==> src/rtl/reg_writeback_pkg.sv <==
// reg_writeback_pkg: shared definitions for the register-file write-back block.
//   NREG           - number of architectural registers (2**4)
//   QDEPTH_DEFAULT - default depth of the outstanding-load tag queue
//   wb_src_t       - select for the write-back data mux
package reg_writeback_pkg;

  localparam int NREG           = 16;
  localparam int QDEPTH_DEFAULT = 4;

  typedef enum logic [1:0] {
    WB_NONE = 2'd0,
    WB_ALU  = 2'd1,
    WB_MEM  = 2'd2
  } wb_src_t;

endpackage : reg_writeback_pkg

==> src/rtl/reg_writeback_tag_fifo.sv <==
// wb_tag_fifo: circular FIFO holding destination tags of in-flight loads.
// Ports:
//   clk, reset_n   - clock, synchronous active-low reset (empties the FIFO)
//   push, din      - enqueue din (ignored while full)
//   pop            - dequeue head (ignored while empty)
//   full, empty    - occupancy flags
//   count          - number of valid entries
//   head           - oldest entry
//   entry_valid    - per-slot valid bit (slot lies between head and tail)
//   entry_data     - raw slot contents, qualified by entry_valid
module wb_tag_fifo #(
  parameter int W     = 4,
  parameter int DEPTH = 4
) (
  input  logic                         clk,
  input  logic                         reset_n,
  input  logic                         push,
  input  logic [W-1:0]                 din,
  input  logic                         pop,
  output logic                         full,
  output logic                         empty,
  output logic [$clog2(DEPTH):0]       count,
  output logic [W-1:0]                 head,
  output logic [DEPTH-1:0]             entry_valid,
  output logic [DEPTH-1:0][W-1:0]      entry_data
);

  localparam int PW = $clog2(DEPTH);
  localparam int CW = PW + 1;

  logic [DEPTH-1:0][W-1:0] mem_q, mem_d;
  logic [PW-1:0]           head_q, head_d;
  logic [PW-1:0]           tail_q, tail_d;
  logic [CW-1:0]           count_q, count_d;
  logic                    push_ok_s;
  logic                    pop_ok_s;

  assign full        = (count_q == CW'(DEPTH));
  assign empty       = (count_q == '0);
  assign count       = count_q;
  assign head        = mem_q[head_q];
  assign entry_data  = mem_q;
  assign push_ok_s   = push & ~full;
  assign pop_ok_s    = pop & ~empty;

  // Next-state for storage, pointers and count; pointers wrap naturally at PW bits.
  always_comb begin
    mem_d   = mem_q;
    head_d  = head_q;
    tail_d  = tail_q;
    count_d = count_q;
    if (push_ok_s) begin
      mem_d[tail_q] = din;
      tail_d        = tail_q + PW'(1);
    end else begin
      tail_d = tail_q;
    end
    if (pop_ok_s) begin
      head_d = head_q + PW'(1);
    end else begin
      head_d = head_q;
    end
    if (push_ok_s && !pop_ok_s) begin
      count_d = count_q + CW'(1);
    end else if (pop_ok_s && !push_ok_s) begin
      count_d = count_q - CW'(1);
    end else begin
      count_d = count_q;
    end
  end

  // A slot is live when its distance from head (mod DEPTH) is below count.
  always_comb begin
    logic [PW-1:0] idx_s;
    logic [PW-1:0] off_s;
    entry_valid = '0;
    for (int i = 0; i < DEPTH; i++) begin
      idx_s          = PW'(i);
      off_s          = idx_s - head_q;
      entry_valid[i] = ({1'b0, off_s} < count_q);
    end
  end

  // State registers with synchronous reset.
  always_ff @(posedge clk) begin
    if (!reset_n) begin
      mem_q   <= '0;
      head_q  <= '0;
      tail_q  <= '0;
      count_q <= '0;
    end else begin
      mem_q   <= mem_d;
      head_q  <= head_d;
      tail_q  <= tail_d;
      count_q <= count_d;
    end
  end

endmodule : wb_tag_fifo

==> src/rtl/reg_writeback.sv <==
// reg_writeback: drives the register-file write port, merging ALU results with
// in-order load returns. Load destinations are held in a tag queue so that
// returning data can be steered, and a pending mask is exported for issue stalls.
// Ports:
//   clk, reset_n                       - clock, synchronous active-low reset
//   alu_valid/alu_waddr/alu_data       - ALU result; alu_ready = accepted this cycle
//   ld_issue/ld_waddr, ld_ready        - record a load destination when ready
//   mem_rsp_valid/mem_rsp_data         - load data returning in issue order
//   write_en/waddr/wdata               - registered register-file write port
//   pending                            - per-register outstanding-load mask
//   outstanding                        - number of queued loads
//   rsp_err                            - sticky: response arrived with no queued load
module reg_writeback
  import reg_writeback_pkg::*;
#(
  parameter int W      = 8,
  parameter int D      = 4,
  parameter int QDEPTH = QDEPTH_DEFAULT
) (
  input  logic                      clk,
  input  logic                      reset_n,
  input  logic                      alu_valid,
  input  logic [D-1:0]              alu_waddr,
  input  logic [W-1:0]              alu_data,
  output logic                      alu_ready,
  input  logic                      ld_issue,
  input  logic [D-1:0]              ld_waddr,
  output logic                      ld_ready,
  input  logic                      mem_rsp_valid,
  input  logic [W-1:0]              mem_rsp_data,
  output logic                      write_en,
  output logic [D-1:0]              waddr,
  output logic [W-1:0]              wdata,
  output logic [(2**D)-1:0]         pending,
  output logic [$clog2(QDEPTH):0]   outstanding,
  output logic                      rsp_err
);

  localparam int NR = 2**D;

  logic                          fifo_full_s;
  logic                          fifo_empty_s;
  logic [D-1:0]                  fifo_head_s;
  logic [QDEPTH-1:0]             entry_valid_s;
  logic [QDEPTH-1:0][D-1:0]      entry_data_s;
  logic                          push_s;
  logic                          pop_s;
  wb_src_t                       src_s;

  logic          write_en_q, write_en_d;
  logic [D-1:0]  waddr_q,    waddr_d;
  logic [W-1:0]  wdata_q,    wdata_d;
  logic          rsp_err_q,  rsp_err_d;

  function automatic logic [NR-1:0] onehot(input logic [D-1:0] a);
    logic [NR-1:0] v;
    v    = '0;
    v[a] = 1'b1;
    return v;
  endfunction

  // A full queue refuses pushes even if a pop happens the same cycle.
  assign ld_ready  = ~fifo_full_s;
  assign push_s    = ld_issue & ~fifo_full_s;
  assign pop_s     = mem_rsp_valid & ~fifo_empty_s;
  assign alu_ready = ~pop_s;

  wb_tag_fifo #(
    .W     (D),
    .DEPTH (QDEPTH)
  ) u_tag_fifo (
    .clk         (clk),
    .reset_n     (reset_n),
    .push        (push_s),
    .din         (ld_waddr),
    .pop         (pop_s),
    .full        (fifo_full_s),
    .empty       (fifo_empty_s),
    .count       (outstanding),
    .head        (fifo_head_s),
    .entry_valid (entry_valid_s),
    .entry_data  (entry_data_s)
  );

  // Pending mask: OR of one-hot destinations over live queue slots, so duplicates
  // keep the bit set until the last matching load pops.
  always_comb begin
    pending = '0;
    for (int i = 0; i < QDEPTH; i++) begin
      pending = pending | (entry_valid_s[i] ? onehot(entry_data_s[i]) : '0);
    end
  end

  // Write-source arbitration: a real memory pop beats the ALU.
  always_comb begin
    src_s = WB_NONE;
    if (pop_s) begin
      src_s = WB_MEM;
    end else if (alu_valid) begin
      src_s = WB_ALU;
    end else begin
      src_s = WB_NONE;
    end
  end

  // Write-port next state; address/data hold when idle. Spurious responses set rsp_err.
  always_comb begin
    write_en_d = 1'b0;
    waddr_d    = waddr_q;
    wdata_d    = wdata_q;
    case (src_s)
      WB_MEM: begin
        write_en_d = 1'b1;
        waddr_d    = fifo_head_s;
        wdata_d    = mem_rsp_data;
      end
      WB_ALU: begin
        write_en_d = 1'b1;
        waddr_d    = alu_waddr;
        wdata_d    = alu_data;
      end
      default: begin
        write_en_d = 1'b0;
        waddr_d    = waddr_q;
        wdata_d    = wdata_q;
      end
    endcase
    rsp_err_d = rsp_err_q | (mem_rsp_valid & fifo_empty_s);
  end

  // Registered write port and sticky error flag.
  always_ff @(posedge clk) begin
    if (!reset_n) begin
      write_en_q <= 1'b0;
      waddr_q    <= '0;
      wdata_q    <= '0;
      rsp_err_q  <= 1'b0;
    end else begin
      write_en_q <= write_en_d;
      waddr_q    <= waddr_d;
      wdata_q    <= wdata_d;
      rsp_err_q  <= rsp_err_d;
    end
  end

  assign write_en = write_en_q;
  assign waddr    = waddr_q;
  assign wdata    = wdata_q;
  assign rsp_err  = rsp_err_q;

endmodule : reg_writeback

==> config.mk <==
export PLATFORM = sky130hd
export DESIGN_NAME = reg_writeback
export DESIGN_NICKNAME = d
export VERILOG_FILES = /design/src/rtl/reg_writeback_pkg.sv /design/src/rtl/reg_writeback_tag_fifo.sv /design/src/rtl/reg_writeback.sv
export SDC_FILE = /design/constraint.sdc
export NUM_CORES = 1
export LEC_CHECK = 0
export ABC_CLOCK_PERIOD_IN_PS = 3300
export CORE_ASPECT_RATIO = 1.75
export CORE_MARGIN = 2
export CORE_UTILIZATION = 49
export DETAILED_ROUTE_END_ITERATION = 7
export PLACE_DENSITY = 0.79
export SETUP_SLACK_MARGIN = 0.4
export SYNTH_ARGS = -nofsm -noshare
export SYNTH_HDL_FRONTEND = slang
export SYNTH_SLANG_ARGS = --single-unit
==> constraint.sdc <==
create_clock -name clk -period 3.3 [get_ports clk]
set_input_delay 0.99 -clock clk [delete_from_list [all_inputs] [get_ports clk]]
set_output_delay 0.99 -clock clk [all_outputs]
set_load 0.05 [all_outputs]
# Yosys cells after proc, flatten, opt, wreduce, memory -nomap -nowiden
# Cells that the tools add are included.
totals:
  reg_bits: 37
  input_bits: 29
op_classes:
  add_sub_neg: 8
  magnitude_cmp: 15
  eq_ne: 3
  muxes: 24
  n_bitwise: 12
  n_reduce_logical: 13
ops:
  columns: ["operator", "n"]
  rows:
  - ["$mux 16", 4]
  - ["$or 16x16->16", 3]
  - ["$lt 4x5->1 const B", 4]
  - ["$bwmux 16", 1]
  - ["$demux 1 s4", 4]
  - ["$ge 4x1->1 const B", 4]
  - ["$pmux 8 s2", 1]
  - ["$lt 2x3->1", 4]
  - ["$bmux 4 s2", 1]
  - ["$demux 4 s2", 1]
  - ["$mux 4", 2]
  - ["$pmux 4 s2", 1]
  - ["$logic_and 1x1->1", 7]
  - ["$lt 2x3->1 const B", 2]
  - ["$mux 1", 6]
  - ["$mux 3", 2]
  - ["$and 1x1->1", 5]
  - ["$add 2x1->2 const B", 2]
  - ["$reduce_bool 2->1", 2]
  - ["$sub 1x2->2 const A", 2]
  - ["$sub 2x2->2 const A", 2]
  - ["$add 3x1->3 const B", 1]
  - ["$eq 3x3->1 const B", 1]
  - ["$logic_not 3->1", 1]
  - ["other kinds (9)", 12]

# Depth between registers and ports, before layout
depth:
  depth_word: 8
  mapped_depth: 10
  mapped_depth_nobuf: 8

# Cells and area by module
# A second synthesis with hierarchy kept.
hier_totals:
  hier_cells: 264
  hier_area_um2: 2403.6
modules_own_cells:
  columns: ["mod", "n_inst", "cells_each", "area_each_um2", "seq_area_each_um2"]
  rows:
  - ["wb_tag_fifo", 1, 127, 1233.7, 460.4]
  - ["reg_writeback", 1, 137, 1169.9, 280.3]

# Worst setup path after synthesis
# No wires, ideal clock.
synth_path:
  path_type: "reg2out"
  from: "register u_tag_fifo.count_q[1] (netlist: u_tag_fifo.count[1])"
  to: "output pending[13]"
  t_arrival_ns: 2.674
  required_ns: 2.310
  setup_slack_ns: -0.364
  path_stages_with_launch: 7
  path_buffers: 0
  cell_sequence: "dfxtp_1 -> inv_1 -> ha_1 -> and2b_1 -> a211oi_1 -> nand2_1 -> o221ai_1"
synth_via:
  elab_chain_len: 5
  elab_cells_between_ends: 11
  cone_classes: "order compare (4); mux (4); bitwise (3)"
synth_rtl:
  columns: ["element", "line_no", "text"]
  rows:
  - ["from (decl)", "reg_writeback_tag_fifo.sv:34", "logic [CW-1:0] count_q, count_d;"]
  - ["from (signal assigned)", "reg_writeback_tag_fifo.sv:95", "count_q <= count_d;"]
  - ["$lt 2x3->1", "reg_writeback_tag_fifo.sv:80", "entry_valid[i] = ({1'b0, off_s} < count_q);"]
  - ["$mux 16", "reg_writeback.sv:90", "pending = pending | (entry_valid_s[i] ? onehot(entry_data_s[i]) : '0);"]
  - ["$or 16x16->16 (2 in series)", "reg_writeback.sv:90", null]
  - ["$or 16x16->16 (*)", "reg_writeback.sv:90", null]
  - ["to (decl)", "reg_writeback.sv:34", "output logic [(2**D)-1:0] pending,"]
# Mark *: on every way between the ends. The rest lies on a longest branch, timed or not.

# Worst setup path in the final report
layout_path:
  from: "register u_tag_fifo.head_q[0]"
  to: "output pending[5]"
layout_via:
  elab_chain_len: 6
  elab_cells_between_ends: 15
  cone_classes: "add/sub (4); order compare (4); mux (4); bitwise (3)"
layout_rtl:
  columns: ["element", "line_no", "text"]
  rows:
  - ["from (decl)", "reg_writeback_tag_fifo.sv:32", "logic [PW-1:0] head_q, head_d;"]
  - ["from (signal assigned)", "reg_writeback_tag_fifo.sv:88", "head_q <= '0;"]
  - ["from (signal assigned)", "reg_writeback_tag_fifo.sv:93", "head_q <= head_d;"]
  - ["$sub 1x2->2", "reg_writeback_tag_fifo.sv:79", "off_s = idx_s - head_q;"]
  - ["$lt 2x3->1", "reg_writeback_tag_fifo.sv:80", null]
  - ["$mux 16", "reg_writeback.sv:90", null]
  - ["$or 16x16->16 (2 in series)", "reg_writeback.sv:90", null]
  - ["$or 16x16->16 (*)", "reg_writeback.sv:90", null]
# Marks and branches as above.

==> impl_metrics.ini <==
[clocking]
holdBufCountCts = 0
clock-root-buffer = clkbuf_8
cts_buffers = 5
cts_sinks = 37
clockBufferDepth = 2
htree_levels = 2
clkLatencyLatePin_ps = 290
clk_pin_slew_ps = 80
cts_tree = yes

[global_routing]
antenna_found_initial = 0
grt_usage_pct = 26.5
grt_overflow = 0
grt_pass1_vias = 2587
grt_max_degree = 21
grt_pass1_wl_mm = 12.1

[power_and_ir_drop]
peakVddDrop_mv = 0.666
clkPwrFrac_pct = 11.5
switchingPower_mw = 1.38
p_seq_share_pct = 22.3
comb_power_share_pct = 66.2
p_int_mw = 1.53
switching_share_pct = 47.5
p_per_area_nw_per_um2 = 742
power_leakage_nw = 1.62

[timing]
rsz0062_at_grt = true
drv_slew = 0
relSlewSlack_pct = 54.0
timing.fmax_mhz = 304
setup_viol = 0
period_share_pct = 99.8
hold_violations = 0
setup_tns_ps = 0
period_minus_slack_ps = 3290
setup_slack_ps = 7.41
skew_ps = 5.85
worst_pin_slew_ps = 688

[cells_and_area]
final_util_pct = 74.6
finalNonFillerCells = 426
final_common_cell = clkdlybuf4s50_1
drive_gt1_share_pct = 28.6
multi_input_area_um2 = 2030
num-fill-cells = 346
num_antenna_cells = 0
final_cell_mix = 45 x clkdlybuf4s50_1, 44 x nand2_1, 33 x dfxtp_1
regArea_um2 = 751
final_area_um2 = 3920
nets = 409
syn_to_final_growth_pct = 47.4

[route]
viasPerCell = 6.09
drc_errors = 0
first_iter_violations = 135
drt-total-wl_mm = 7.79
vias = 2594
ant_nets = 0
first_pass_iters = 4
wire_per_inst_um = 18.3

[yosys]
synth_flop_cell = dfxtp_1
ys_top_cells_by_area = dfxtp_1 28%, mux2i_1 9.8%, nand2_1 6.8%, ha_1 4.2%, a2111oi_4 4.1%
syn-instance-count = 304
async_reset_ff_share_pct = 0
synthDistinctLibCells = 48
synth_top_area_share_pct = 27.9
yosysSeqAreaShare_pct = 27.9
netlist_area_um2 = 2660
synth_edf_count = 0
synth.yosys.warnings = 0
synth-seq-cells = 37
syn-num-nets = 343
synth_top_area_cell = dfxtp_1
syn_avg_cell_area_um2 = 8.75

[place]
gp_congestion = 0.903
hpwlAfterDp_mm = 5.70
portBuffers = 63
dp_slack_ps = 173
dp_cells = 410
place_area_um2 = 3620

[worst_setup_path]
slowest_delay_ps = 480
required_ps = 2310
cp_cell_sequence = xnor2_2 -> inv_1 -> ha_1 -> and2b_4 -> a2111oi_4 -> a31oi_1 -> nand3_2 -> buf_12
arrival_ps = 2300
cpMaxStageDelayCell = a2111oi_4
crit_type = reg -> out
cp-end-kind = output pin
worstSetupStartpointType = flop
cp_max_fo = 5

[die]
initial_utilization_pct = 50.6
die_x_um = 59.7
num_rows = 35
num_io_pins = 64
core_um2 = 5260
dieArea_um2 = 6050
fp.dieH_um = 101

[min_path]
hp-class = reg -> reg

[job]
max_cap_violations = 0

[run_status]
status = complete, no violations
sequential cells by signal (all words and copies together) (netlist names):
register	cells
u_tag_fifo.entry_data	16
wdata	8
waddr	4
u_tag_fifo.count	3
u_tag_fifo.head_q	2
u_tag_fifo.tail_q	2
rsp_err	1
write_en	1
synth_stat cells, drive strengths merged (2+ instances only):
master and count:
mux4 4, mux2i 26, nor2b 14, o211ai 2, nor3 5, nand3 17
or2 2, xnor2 4, a21boi 3, nor4 4, nand2 48, nand4 4
inv 10, o21ai 5, o221ai 6, mux2 4, a31oi 2, ha 9
dfxtp 37, o21bai 2, a2111oi 7, nand2b 7, o211a 8, nor2 17
clkbuf 12, buf 9, and2 5, and2b 3, xor2 2, a21oi 4
a211oi 3, a22oi 12
area by class of cell:
cell class	instances	area share, %
Clock buffer	5	1.76
Clock inverter	3	0.607
Inverter	10	0.958
Multi-Input combinational cell	236	51.9
Sequential cell	37	19.2
Tap cell	55	1.76
Timing Repair Buffer	80	23.9
cell families after synthesis:
group	after synthesis	synth area share [%]
buffers and inverters	31	5.60
AOI/OAI and AO/OA	56	20.6
muxes	34	14.9
xor gates and xnor gates	6	1.98
and+or+nand+nor	130	24.1
adders and majority gates	10	4.99
DFF	37	27.9
stage by stage:
| step | total power [mW] | hold slack [ps] |
|---|---|---|
| 6_report | 2.91 | 529 |
| 5_1_grt | 3.08 | 551 |
| 4_1_cts | 2.83 | 528 |
| 3_5_place_dp | 2.36 | 507 |
| 3_3_place_gp | 2.32 | 473 |
| 2_1_floorplan | 1.89 | 477 |
per-layer routing:
layer	GRT usage (%)	up-vias	wire, um
li1	-	1227	-
met1	26.7	1232	2770
met2	49.3	113	4300
met3	4.34	22	418
met4	14.4	0	300
met5	0	-	0
critical path, delay by kind of cell (launching register included):
kind                       cells  cell delay [ps]
AOI/OAI and AO/OA              2              670
and+or+nand+nor                2              350
DFF                            1              340
adders and majority gates      1              280
buffers and inverters          2              200
xor gates and xnor gates       1              170
power groups by stage:
stage / logic, mW / clock network [mW] / registers (mW)
final: 1.93 / 0.335 / 0.648
after global routing: 2.05 / 0.362 / 0.660
after CTS: 1.84 / 0.343 / 0.643
after detailed placement: 1.71 / 0 / 0.653
after global placement: 1.67 / 0 / 0.648
after floorplan: 1.05 / 0 / 0.833
path summary, 6_finish.rpt:
check | start | to | slack, ps | cells after the start
worst max register to register | u_tag_fifo.count[0] | u_tag_fifo.count[2] | 980 | 9
worst min register to register | rsp_err | rsp_err | 530 | 2
worst max-delay path | u_tag_fifo.head_q[0] | pending[5] | 7 | 8
worst min-delay path | rsp_err | rsp_err | 530 | 2
repair_timing:
item	CTS	global route
endpoints found under the setup margin	17	17
hold endpoints to repair	0	0
pin swaps	17	6
resized for setup	17	12
buffers inserted	5	3
Power figures use the tool's default switching activity.
